[src/rtl/rx_ram_fifo_ctrl.sv]
// rtl/rx_ram_fifo_ctrl.sv - first-word-fall-through FIFO controller over an external dual-port RAM
// Port A writes and port B reads; a 2-entry head/skid stage hides the RAM's registered read latency.
module rx_ram_fifo_ctrl #(
    parameter int DWIDTH = 32,
    parameter int AWIDTH = 9
) (
    input  logic              clock,
    input  logic              reset_n,
    input  logic              clear,
    input  logic [DWIDTH-1:0] in_data,
    input  logic              in_valid,
    output logic              in_ready,
    output logic [DWIDTH-1:0] out_data,
    output logic              out_valid,
    input  logic              out_ready,
    output logic              ram_ena,
    output logic              ram_wea,
    output logic [AWIDTH-1:0] ram_addra,
    output logic [DWIDTH-1:0] ram_dia,
    output logic              ram_enb,
    output logic [AWIDTH-1:0] ram_addrb,
    input  logic [DWIDTH-1:0] ram_dob,
    output logic [AWIDTH+1:0] count,
    output logic              full,
    output logic              overflow
);

    localparam logic [AWIDTH:0] DEPTH_CNT = {1'b1, {AWIDTH{1'b0}}};

    logic [AWIDTH:0]   r_wr_ptr;
    logic [AWIDTH:0]   r_rd_ptr;
    logic [DWIDTH-1:0] r_head;
    logic [DWIDTH-1:0] r_skid;
    logic [1:0]        r_stg_cnt;
    logic              r_rd_pend;
    logic              r_overflow;

    logic [AWIDTH:0]   w_ram_cnt;
    logic              w_full;
    logic              w_wr;
    logic              w_pop;
    logic              w_rd;
    logic [2:0]        w_occ;

    assign w_ram_cnt = r_wr_ptr - r_rd_ptr;
    assign w_full    = (w_ram_cnt == DEPTH_CNT);
    assign w_wr      = in_valid & ~w_full & ~clear;
    assign w_pop     = (r_stg_cnt != 2'd0) & out_ready & ~clear;

    // Issue a read only if the stage can still hold it after this cycle's pop.
    assign w_occ = {1'b0, r_stg_cnt} + {2'b00, r_rd_pend} - {2'b00, w_pop};
    assign w_rd  = ~clear & (w_ram_cnt != '0) & (w_occ < 3'd2);

    assign in_ready  = ~w_full;
    assign full      = w_full;
    assign ram_ena   = w_wr;
    assign ram_wea   = w_wr;
    assign ram_addra = r_wr_ptr[AWIDTH-1:0];
    assign ram_dia   = in_data;
    assign ram_enb   = w_rd;
    assign ram_addrb = r_rd_ptr[AWIDTH-1:0];
    assign out_data  = r_head;
    assign out_valid = (r_stg_cnt != 2'd0);
    assign overflow  = r_overflow;
    assign count     = {1'b0, w_ram_cnt}
                     + {{(AWIDTH+1){1'b0}}, r_rd_pend}
                     + {{AWIDTH{1'b0}}, r_stg_cnt};

    always_ff @(posedge clock or negedge reset_n) begin
        if (!reset_n) begin
            r_wr_ptr   <= '0;
            r_rd_ptr   <= '0;
            r_head     <= '0;
            r_skid     <= '0;
            r_stg_cnt  <= 2'd0;
            r_rd_pend  <= 1'b0;
            r_overflow <= 1'b0;
        end else if (clear) begin
            r_wr_ptr   <= '0;
            r_rd_ptr   <= '0;
            r_stg_cnt  <= 2'd0;
            r_rd_pend  <= 1'b0;
            r_overflow <= 1'b0;
        end else begin
            if (w_wr) begin
                r_wr_ptr <= r_wr_ptr + 1'b1;
            end
            if (w_rd) begin
                r_rd_ptr <= r_rd_ptr + 1'b1;
            end
            r_rd_pend <= w_rd;
            if (in_valid & w_full) begin
                r_overflow <= 1'b1;
            end
            r_stg_cnt <= r_stg_cnt - {1'b0, w_pop} + {1'b0, r_rd_pend};
            // Returning read data lands behind whatever is older in the stage.
            if (w_pop) begin
                if (r_stg_cnt == 2'd2) begin
                    r_head <= r_skid;
                    if (r_rd_pend) begin
                        r_skid <= ram_dob;
                    end
                end else if (r_rd_pend) begin
                    r_head <= ram_dob;
                end
            end else if (r_rd_pend) begin
                if (r_stg_cnt == 2'd0) begin
                    r_head <= ram_dob;
                end else begin
                    r_skid <= ram_dob;
                end
            end
        end
    end

endmodule

[config.mk]
export PLATFORM = sky130hd
export DESIGN_NAME = rx_ram_fifo_ctrl
export DESIGN_NICKNAME = d
export VERILOG_FILES = /design/src/rtl/rx_ram_fifo_ctrl.sv
export SDC_FILE = /design/constraint.sdc
export NUM_CORES = 1
export LEC_CHECK = 0
export CORE_MARGIN = 10
export CORE_UTILIZATION = 38
export CTS_BUF_LIST = sky130_fd_sc_hd__clkbuf_16
export DETAILED_ROUTE_END_ITERATION = 8
export PLACE_DENSITY = 0.77
export SLEW_MARGIN = 20
export SYNTH_ARGS = -nofsm -noshare
export SYNTH_HDL_FRONTEND = slang
export SYNTH_SLANG_ARGS = --single-unit
[constraint.sdc]
create_clock -name clock -period 8.55 [get_ports clock]
set_clock_uncertainty 0.05 [all_clocks]
set_input_delay 0.855 -clock clock [delete_from_list [all_inputs] [get_ports clock]]
set_output_delay 0.855 -clock clock [all_outputs]
set_load 0.01 [all_outputs]
# Yosys cells after proc, flatten, opt, wreduce, memory -nomap -nowiden
# Cells that the tools add are included.
[word_totals]
register_bits = 88
input_bits = 69
word_cells = 59
out_inout_bits = 100
[op_classes]
order_cmp = 1
n_bitwise = 9
n_reduce_logical = 11
muxes = 17
n_eq_ne = 5
addsub = 9
[op_table]
columns = ["op", "count"]
rows = [
  ["2-to-1 mux 32 bit", 9],
  ["2-to-1 mux 10 bit", 4],
  ["adder 10 x 1 -> 10 bit, second input constant", 2],
  ["nonzero test 2 bit", 7],
  ["adder 10 x 1 -> 11 bit", 1],
  ["adder 11 x 2 -> 11 bit", 1],
  ["equality test 10 bit, second input constant", 1],
  ["nonzero test 10 bit", 1],
  ["subtractor 10 bit", 1],
  ["AND 1 bit", 7],
  ["AND reduction 5 bit", 1],
  ["!= test 2 bit, second input constant", 2],
  ["AND reduction 4 bit", 1],
  ["adder 2 x 1 -> 3 bit", 1],
  ["less-than comparator 3 x 2 -> 1 bit, second input constant", 1],
  ["2-to-1 mux 1 bit", 3],
  ["subtractor 3 x 1 -> 3 bit", 1],
  ["adder 2 x 1 -> 2 bit", 1],
  ["equality test 2 bit, second input constant", 1],
  ["zero test 2 bit", 1],
  ["2-to-1 mux 2 bit", 1],
  ["!= test 2 x 1 -> 1 bit, second input constant", 1],
  ["inverter 1 bit", 2],
  ["subtractor 2 x 1 -> 2 bit", 1],
]

# Longest topological paths before layout
# Gate-level depths: netlist of the first run.
[logic_depth]
word_depth = 8
ltp_mapped = 13
mapped_depth_nobuf = 11

# Least setup slack after synthesis of the first run
# Ideal clock, no wire load.
[synth_timing]
kind = "register -> output"
from = "register r_wr_ptr[0]"
to = "output ram_wea"
arrival_time_ns = 2.940
slack_ns = 4.705
t_required_ns = 7.645
stages_incl_launch_ff = 14
path_buffers = 3
cell_sequence = "dfrtp_1 inv_1 ha_1 inv_1 fa_1 a211oi_2 nor2_1 xor2_1 a2111o_1 nor4_4 buf_6 buf_6 nor3_1 buf_4"
[synth_via]
elab_chain_len = 5
[synth_rtl]
columns = ["element", "line", "source"]
rows = [
  ["from (decl)", "30", "logic [AWIDTH:0] r_wr_ptr;"],
  ["from (signal assigned)", "86", "r_wr_ptr <= r_wr_ptr + 1'b1;"],
  ["subtractor 10 bit", "45", "assign w_ram_cnt = r_wr_ptr - r_rd_ptr;"],
  ["equality test 10 bit", "46", "assign w_full = (w_ram_cnt == DEPTH_CNT);"],
  ["named net full", "24", "output logic full,"],
  ["inverter 1 bit", "47", "assign w_wr = in_valid & ~w_full & ~clear;"],
  ["AND 1 bit (2 in a row)", "47", ""],
  ["to (decl)", "17", "output logic ram_wea,"],
]
# The timed path passes the listed nets, and every way through them passes these cells.

# Worst setup path after layout of the first run
[layout_timing]
from = "input clear"
to = "output ram_enb"
[layout_via]
elab_chain_len = 5
word_cells_on_any_way = 6
classes_between = "add/sub: 1; order compare: 1; bitwise: 4"
[layout_rtl]
columns = ["element", "line", "source"]
rows = [
  ["from (decl)", "9", "input logic clear,"],
  ["inverter 1 bit (no source line) (*)", "n/a", ""],
  ["AND 1 bit", "48", "assign w_pop = (r_stg_cnt != 2'd0) & out_ready & ~clear;"],
  ["subtractor 3 x 1 -> 3 bit", "51", "assign w_occ = {1'b0, r_stg_cnt} + {2'b00, r_rd_pend} - {2'b00, w_pop};"],
  ["less-than comparator 3 x 2 -> 1 bit", "52", "assign w_rd = ~clear & (w_ram_cnt != '0) & (w_occ < 3'd2);"],
  ["AND 1 bit (*)", "52", ""],
  ["to (decl)", "20", "output logic ram_enb,"],
]
# Mark *: on every way between the ends. The rest lies on a longest branch, timed or not.

==> results of run 1 <==
==> cell type report <==
type | instances | area (sq um)
Sequential cell | 88 | 2200
Inverter | 25 | 93.8
Fill cell | 1213 | 6980
Clock buffer | 9 | 225
Clock inverter | 6 | 85.1
Multi-Input combinational cell | 332 | 2500
Tap cell | 176 | 220
Timing Repair Buffer | 109 | 1090
==> stage by stage <==
step / power (mW) / util [%] / hold WS, ns / std cells / worst slack [ns]
2_1_floorplan: 1.21 / - / 0.429 / 516 / 4.71
3_3_place_gp: 1.57 / 45.4 / 0.436 / 729 / 3.67
3_5_place_dp: 1.62 / 45.6 / 0.439 / 730 / 3.51
4_1_cts: 2.04 / 47.9 / 0.458 / 745 / 3.50
5_1_grt: 2.15 / 47.9 / 0.465 / 745 / 3.26
6_report: 2.01 / 47.9 / 0.456 / 745 / 3.47
==> logic make-up after synthesis <==
| group | after synthesis | synth area share [%] |
|---|---|---|
| compound gates | 91 | 11.8 |
| xor+xnor | 14 | 2.33 |
| fa+ha+maj | 19 | 5.09 |
| buf+inv | 96 | 10.9 |
| flops | 88 | 41.8 |
| mux | 72 | 14.7 |
| simple gates | 136 | 13.3 |
==> power groups by stage <==
| stage | logic (mW) | clock network (mW) | registers, mW |
|---|---|---|---|
| floorplan | 0.508 | 0 | 0.699 |
| global placement | 0.898 | 0 | 0.676 |
| detailed placement | 0.931 | 0 | 0.689 |
| CTS | 0.934 | 0.424 | 0.683 |
| global route | 1.00 | 0.445 | 0.704 |
| finish | 0.917 | 0.414 | 0.682 |
==> synthesized netlist by cell type, drive strengths merged (2+ instances only) <==
cell type and instances:
o311ai 2, or4 4, clkbuf 11, o21ai 17
nor2 56, nand3 14, inv 25, nand3b 4
and3 4, mux2 35, dfrtp 88, and2 3
fa 4, xor2 6, ha 15, xnor2 8
nand4 6, o21a 2, nor3 4, nand2 18
a21oi 51, mux2i 37, a2111o 2, nor4 4
o31ai 2, nor2b 2, or3 12, buf 60
==> critical path, stage by stage <==
cell and delay [ns]:
sky130_fd_sc_hd__clkdlybuf4s50_1 0.40, sky130_fd_sc_hd__buf_4 0.23, sky130_fd_sc_hd__inv_1 0.21, sky130_fd_sc_hd__nand3_1 0.14
sky130_fd_sc_hd__ha_1 0.30, sky130_fd_sc_hd__ha_1 0.13, sky130_fd_sc_hd__inv_1 0.05, sky130_fd_sc_hd__fa_1 0.38
sky130_fd_sc_hd__xnor2_1 0.15, sky130_fd_sc_hd__nand3_1 0.36, sky130_fd_sc_hd__nor2_2 0.37, sky130_fd_sc_hd__clkdlybuf4s50_1 0.60
==> state kept, by name (all words and copies together) (netlist names) <==
register	cells
out_data	32
r_skid	32
r_rd_ptr	10
r_wr_ptr	10
r_stg_cnt	2
overflow	1
r_rd_pend	1
==> worst min path at each step <==
stage | depth (start not counted) | endpoint | start | slack [ns]
floorplan | 1 | r_skid[0]$_DFFE_PN0P_ | r_skid[0]$_DFFE_PN0P_ | 0.43
global placement | 1 | r_skid[18]$_DFFE_PN0P_ | r_skid[18]$_DFFE_PN0P_ | 0.44
detailed placement | 2 | overflow$_DFFE_PN0P_ | overflow$_DFFE_PN0P_ | 0.44
CTS | 1 | r_skid[1]$_DFFE_PN0P_ | r_skid[1]$_DFFE_PN0P_ | 0.46
global route | 1 | r_skid[14]$_DFFE_PN0P_ | r_skid[14]$_DFFE_PN0P_ | 0.46
finish | 1 | r_skid[23]$_DFFE_PN0P_ | r_skid[23]$_DFFE_PN0P_ | 0.46
==> routing by layer <==
| metal | wire length (microns) | share of wire [%] |
|---|---|---|
| met1 | 5020 | 39 |
| met4 | 414 | 3.2 |
| met3 | 830 | 6.4 |
| met2 | 6670 | 52 |
| met5 | 0 | 0 |
==> results.sh, run 1 <==
export IMPL_run_status="finished clean"
export IMPL_drt_iter0_drc=334
export IMPL_number_of_global_route_vias_before_repair=4204
export IMPL_initial_utilization_pct=39.3
export IMPL_mostFrequentLayoutCell="sky130_fd_sc_hd__clkdlybuf4s50_1"
export IMPL_synth_warning_count=0
export IMPL_worstReg2RegEnd="r_rd_ptr[1]$_DFFE_PN0P_"
export IMPL_first_pass_iteration_count_of_the_detailed_router=5
export IMPL_worst_setup_hold_path_clk_slew_ns=0.06
export IMPL_final_net_count=653
export IMPL_cts_repair_timing_setup_buffer_count=0
export IMPL_post_synth_instance_area_sq_um=5260
export IMPL_pwr_share_clk_pct=20.6
export IMPL_p_int_mw=1.32
export IMPL_p_per_area_nw_per_um2=313
export IMPL_rsz0062_at_grt="no"
export IMPL_floorplan_die_height_microns=138
export IMPL_route_detailed_drc=0
export IMPL_layout_drive_gt1_share_pct=13.9
export IMPL_die_area_sq_um=19000
export IMPL_finalHoldViolCount=0
export IMPL_global_route_usage_met2_pct=24.2
export IMPL_rows=42
export IMPL_grt_first_pass_wirelength_microns=21100
export IMPL_cp_start_kind="input pin"
export IMPL_synthDominantAreaCellType="sky130_fd_sc_hd__dfrtp_1"
export IMPL_post_cts_resized_instances=0
export IMPL_grt_start_max_net_pins=89
export IMPL_tritoncts_num_sinks=88
export IMPL_gr_usage_met3_pct=3.79
export IMPL_synth_cell_types=58
export IMPL_worstSetupEndpoint="ram_enb"
export IMPL_totalNegativeSetupSlack_ns=0
export IMPL_critical_path_class="input pin to output pin"
export IMPL_antenna_cells_inserted=0
export IMPL_reg2regPathDepth=11
export IMPL_worst_skew_pair_late_latency_ns=0.33
export IMPL_setup_worst_path_start="clear"
export IMPL_cts_hold_repair_buffers=0
export IMPL_chipWidth_microns=138
export IMPL_reg2reg_setup_slack_ns=5.00
export IMPL_synth_ff_type="sky130_fd_sc_hd__dfrtp_1"
export IMPL_rr_startpoint="r_wr_ptr[0]$_DFFE_PN0P_"
export IMPL_syn_area_per_cell_sq_um=10.2
export IMPL_report_final_setup_viol=0
export IMPL_antenna_found_initial=0
export IMPL_worstPathRequired_ns=7.65
export IMPL_syn_instance_count=516
export IMPL_cp_data_arrival_time_ns=4.17
export IMPL_share_of_the_cycle_needed_by_the_critical_path_after_routing_pct=59.4
export IMPL_overflow=0
export IMPL_synth_top_cells_by_area="sky130_fd_sc_hd__dfrtp_1 (42%), sky130_fd_sc_hd__buf_4 (7.3%), sky130_fd_sc_hd__mux2i_1 (7.0%), sky130_fd_sc_hd__mux2_2 (6.8%), sky130_fd_sc_hd__a21oi_1 (4.3%)"
export IMPL_worstPathMaxFanout=23
export IMPL_crit_path_end_kind="output pin"
export IMPL_timing_max_transition_violations_final=0
export IMPL_cts_path_max_buffers=2
export IMPL_post_synth_top_area_share_pct=41.8
export IMPL_worst_slew_pin_slew_ns=0.805
export IMPL_via_density=5.26
export IMPL_via_count=3921
export IMPL_tritoncts="built"
export IMPL_grt_util_all_layers_pct=13.7
export IMPL_synth_edf_count=0
export IMPL_final_cell_mix="sky130_fd_sc_hd__clkdlybuf4s50_1 (103), sky130_fd_sc_hd__dfrtp_1 (88), sky130_fd_sc_hd__nor2_1 (54), sky130_fd_sc_hd__a21oi_1 (45), sky130_fd_sc_hd__mux2i_1 (37)"
export IMPL_core_area_sq_um=13400
export IMPL_p_sw_share_pct=34.5
export IMPL_placedInstanceArea_sq_um=6110
export IMPL_netSwitchingPower_mw=0.694
export IMPL_antenna_left=0
export IMPL_vdd_drop_max_uv=167
export IMPL_worst_hold_path_type="flop to flop"
export IMPL_number_of_clock_buffers_inserted_by_tritoncts=9
export IMPL_cts_max_level=3
export IMPL_routabilityCongestion=0.864
export IMPL_timing_max_slew_rel_slack_pct=46.3
export IMPL_max_cap_violations=0
export IMPL_use_met1_pct=14.9
export IMPL_combPwrFrac_pct=45.6
export IMPL_power_share_sequential_pct=33.9
export IMPL_ios=169
export IMPL_synthesis_nets=604
export IMPL_detail_route_wirelength_microns=12900
export IMPL_final_cell_area_sq_um=6420
export IMPL_place_detailed_hpwl_microns=9680
export IMPL_io_buffer_count=104
export IMPL_cts_root_buffer="sky130_fd_sc_hd__clkbuf_16"
export IMPL_fmaxAchievable_mhz=197
export IMPL_top_usage_layer="met2"
export IMPL_finalCriticalPeriod_ns=5.08
export IMPL_wl_per_cell_microns=17.4
export IMPL_static_leakage_power_nw=2.57
export IMPL_ys_ff_latch=88
export IMPL_synth_yosys_seq_area_share_pct=41.8
export IMPL_syn_to_final_growth_pct=22.0
export IMPL_synthArstFlopShare_pct=100
Power figures use the tool's default switching activity.
==> inputs of run 2 (changes only) <==
--- a/config.mk
+++ b/config.mk
@@ -9,7 +9,7 @@
 export CORE_UTILIZATION = 38
 export CTS_BUF_LIST = sky130_fd_sc_hd__clkbuf_16
 export DETAILED_ROUTE_END_ITERATION = 8
-export PLACE_DENSITY = 0.77
+export PLACE_DENSITY = 0.79
 export SLEW_MARGIN = 20
 export SYNTH_ARGS = -nofsm -noshare
 export SYNTH_HDL_FRONTEND = slang
==> constraint.sdc (replaced) <==
create_clock -name clock -period 4.44 [get_ports clock]
set_clock_uncertainty 0.05 [all_clocks]
set_input_delay 0.444 -clock clock [delete_from_list [all_inputs] [get_ports clock]]
set_output_delay 0.444 -clock clock [all_outputs]
set_load 0.01 [all_outputs]
==> results.sh, run 2 (synthesized netlist as in run 1, its figures left out) <==
export IMPL_run_status="finished clean"
export IMPL_cp_data_arrival_time_ns=3.73
export IMPL_layout_drive_gt1_share_pct=14.3
export IMPL_floorplan_die_height_microns=138
export IMPL_setup_worst_path_start="r_wr_ptr[0]$_DFFE_PN0P_"
export IMPL_grt_start_max_net_pins=89
export IMPL_grt_first_pass_wirelength_microns=21600
export IMPL_tritoncts="built"
export IMPL_finalCriticalPeriod_ns=4.22
export IMPL_final_cell_mix="sky130_fd_sc_hd__clkdlybuf4s50_1 (103), sky130_fd_sc_hd__dfrtp_1 (88), sky130_fd_sc_hd__nor2_1 (54), sky130_fd_sc_hd__a21oi_1 (45), sky130_fd_sc_hd__mux2i_1 (37)"
export IMPL_rr_startpoint="r_wr_ptr[0]$_DFFE_PN0P_"
export IMPL_number_of_clock_buffers_inserted_by_tritoncts=9
export IMPL_via_count=3884
export IMPL_worst_hold_path_type="input pin to asynchronous set/reset pin"
export IMPL_timing_max_slew_rel_slack_pct=39.3
export IMPL_critical_path_class="flop to output pin"
export IMPL_share_of_the_cycle_needed_by_the_critical_path_after_routing_pct=95.0
export IMPL_critical_path_top_delay_family="buffers and inverters"
export IMPL_chipWidth_microns=138
export IMPL_core_area_sq_um=13400
export IMPL_initial_utilization_pct=39.3
export IMPL_gr_usage_met3_pct=4.12
export IMPL_cp_start_kind="flop"
export IMPL_routabilityCongestion=0.915
export IMPL_die_area_sq_um=19000
export IMPL_antenna_left=0
export IMPL_tritoncts_num_sinks=88
export IMPL_cts_max_level=3
export IMPL_vdd_drop_max_uv=334
export IMPL_reg2regPathDepth=12
export IMPL_final_net_count=655
export IMPL_worstPathMaxFanout=24
export IMPL_overflow=0
export IMPL_wl_per_cell_microns=17.7
export IMPL_top_usage_layer="met2"
export IMPL_cts_root_buffer="sky130_fd_sc_hd__clkbuf_16"
export IMPL_grt_util_all_layers_pct=14.1
export IMPL_via_density=5.19
export IMPL_io_buffer_count=104
export IMPL_cts_repair_timing_setup_buffer_count=0
export IMPL_place_detailed_hpwl_microns=10000
export IMPL_worstPathBufferInverterCount=4
export IMPL_crit_slowest_cell="sky130_fd_sc_hd__clkdlybuf4s50_1"
export IMPL_antenna_cells_inserted=0
export IMPL_worstSetupPathDepth=12
export IMPL_worst_slew_pin_slew_ns=0.909
export IMPL_ios=169
export IMPL_reg2reg_setup_slack_ns=1.17
export IMPL_worst_skew_pair_late_latency_ns=0.34
export IMPL_worst_setup_hold_path_clk_slew_ns=0.06
export IMPL_cts_hold_repair_buffers=0
export IMPL_number_of_global_route_vias_before_repair=4081
export IMPL_rows=42
export IMPL_mostFrequentLayoutCell="sky130_fd_sc_hd__clkdlybuf4s50_1"
export IMPL_path_cells="inv_1, ha_1, inv_1, fa_1, a211oi_2, nor2_1, xor2_1, a2111o_1, nor4_4, buf_4, nor3_1, clkdlybuf4s50_1"
export IMPL_rsz0062_at_grt="no"
export IMPL_fin_hold_ws_ns=0.100
export IMPL_crit_path_end_kind="output pin"
export IMPL_max_cap_violations=0
export IMPL_finalHoldViolCount=0
export IMPL_worstPathRequired_ns=3.95
export IMPL_crit_top_cell="sky130_fd_sc_hd__inv_1"
export IMPL_post_cts_resized_instances=0
export IMPL_use_met1_pct=16.3
export IMPL_critical_path_max_stage_delay_ns=0.51
export IMPL_route_detailed_drc=0
export IMPL_global_route_usage_met2_pct=24.7
export IMPL_totalNegativeSetupSlack_ns=0
export IMPL_report_final_setup_viol=0
export IMPL_p_per_area_nw_per_um2=594
export IMPL_worstSetupEndpoint="ram_ena"
export IMPL_syn_to_final_growth_pct=21.3
export IMPL_static_leakage_power_nw=2.56
export IMPL_detail_route_wirelength_microns=13300
export IMPL_antenna_found_initial=0
export IMPL_worstReg2RegEnd="r_rd_ptr[6]$_DFFE_PN0P_"
export IMPL_cts_path_max_buffers=2
export IMPL_drt_iter0_drc=268
export IMPL_timing_max_transition_violations_final=0
export IMPL_first_pass_iteration_count_of_the_detailed_router=4
export IMPL_fmaxAchievable_mhz=237
## run 2: cell types whose count changed in the layout (fill, tap and decap cells not counted)
cell                         previous run  this run
sky130_fd_sc_hd__buf_12                 1         0
sky130_fd_sc_hd__clkinv_4               0         1
sky130_fd_sc_hd__clkinv_2               1         2
sky130_fd_sc_hd__inv_1                 26        25
sky130_fd_sc_hd__buf_4                  4         7
sky130_fd_sc_hd__clkinv_1               0         1
sky130_fd_sc_hd__bufinv_16              2         0
sky130_fd_sc_hd__clkinvlp_4             1         2
## run 2: worst min-delay path by stage
stage,startpoint,end,slack [ns],cells past startpoint
2_1_floorplan,reset_n,out_data[0]$_DFFE_PN0P_,0.1,0
3_3_place_gp,overflow$_DFFE_PN0P_,overflow$_DFFE_PN0P_,0.43,2
3_5_place_dp,r_skid[31]$_DFFE_PN0P_,r_skid[31]$_DFFE_PN0P_,0.45,1
5_1_grt,reset_n,r_skid[6]$_DFFE_PN0P_,0.16,1
4_1_cts,reset_n,r_skid[6]$_DFFE_PN0P_,0.31,1
6_report,reset_n,r_skid[6]$_DFFE_PN0P_,0.10,1
## run 2: worst reg2reg max path, delay by kind of cell, from the launching register on
family	cells	cell delay, ns
flops	1	0.46
simple gates	3	0.72
mux	1	0.33
buf+inv	3	0.33
fa+ha+maj	2	0.57
compound gates	3	0.71
## run 2: per-layer routing
layer  wire length [microns]  up-vias
met2                    6970       96
li1                        -     1867
met1                    5280     1903
met5                       0        -
met3                     837       18
met4                     179        0
## run 2: cell type report
type / count / area, sq um
tap: 176 / 220
timing repair buffer: 111 / 1090
multi-input combinational: 332 / 2500
sequential: 88 / 2200
clock inverter: 7 / 46.3
clock buffer: 9 / 225
inverter: 25 / 93.8
fill: 1235 / 7010
## run 2: per-stage QoR
step	setup WS, ns	std cells	cell area [sq um]	power (mW)	util [%]
final	0.220	748	6390	3.79	47.7
after global routing	0.00149	748	6390	4.08	47.7
after CTS	0.197	748	6380	3.86	47.6
after detailed placement	0.584	732	6110	3.14	45.6
after global placement	0.665	732	6110	3.05	45.6
after floorplan	1.01	516	5260	2.32	-
## run 2: report_power, final
part | total, mW | internal (mW) | switching, mW
sequential | 1.31 | 1.11 | 0.200
clock | 0.697 | 0.378 | 0.319
combinational | 1.78 | 0.946 | 0.836
total | 3.79 | 2.44 | 1.36
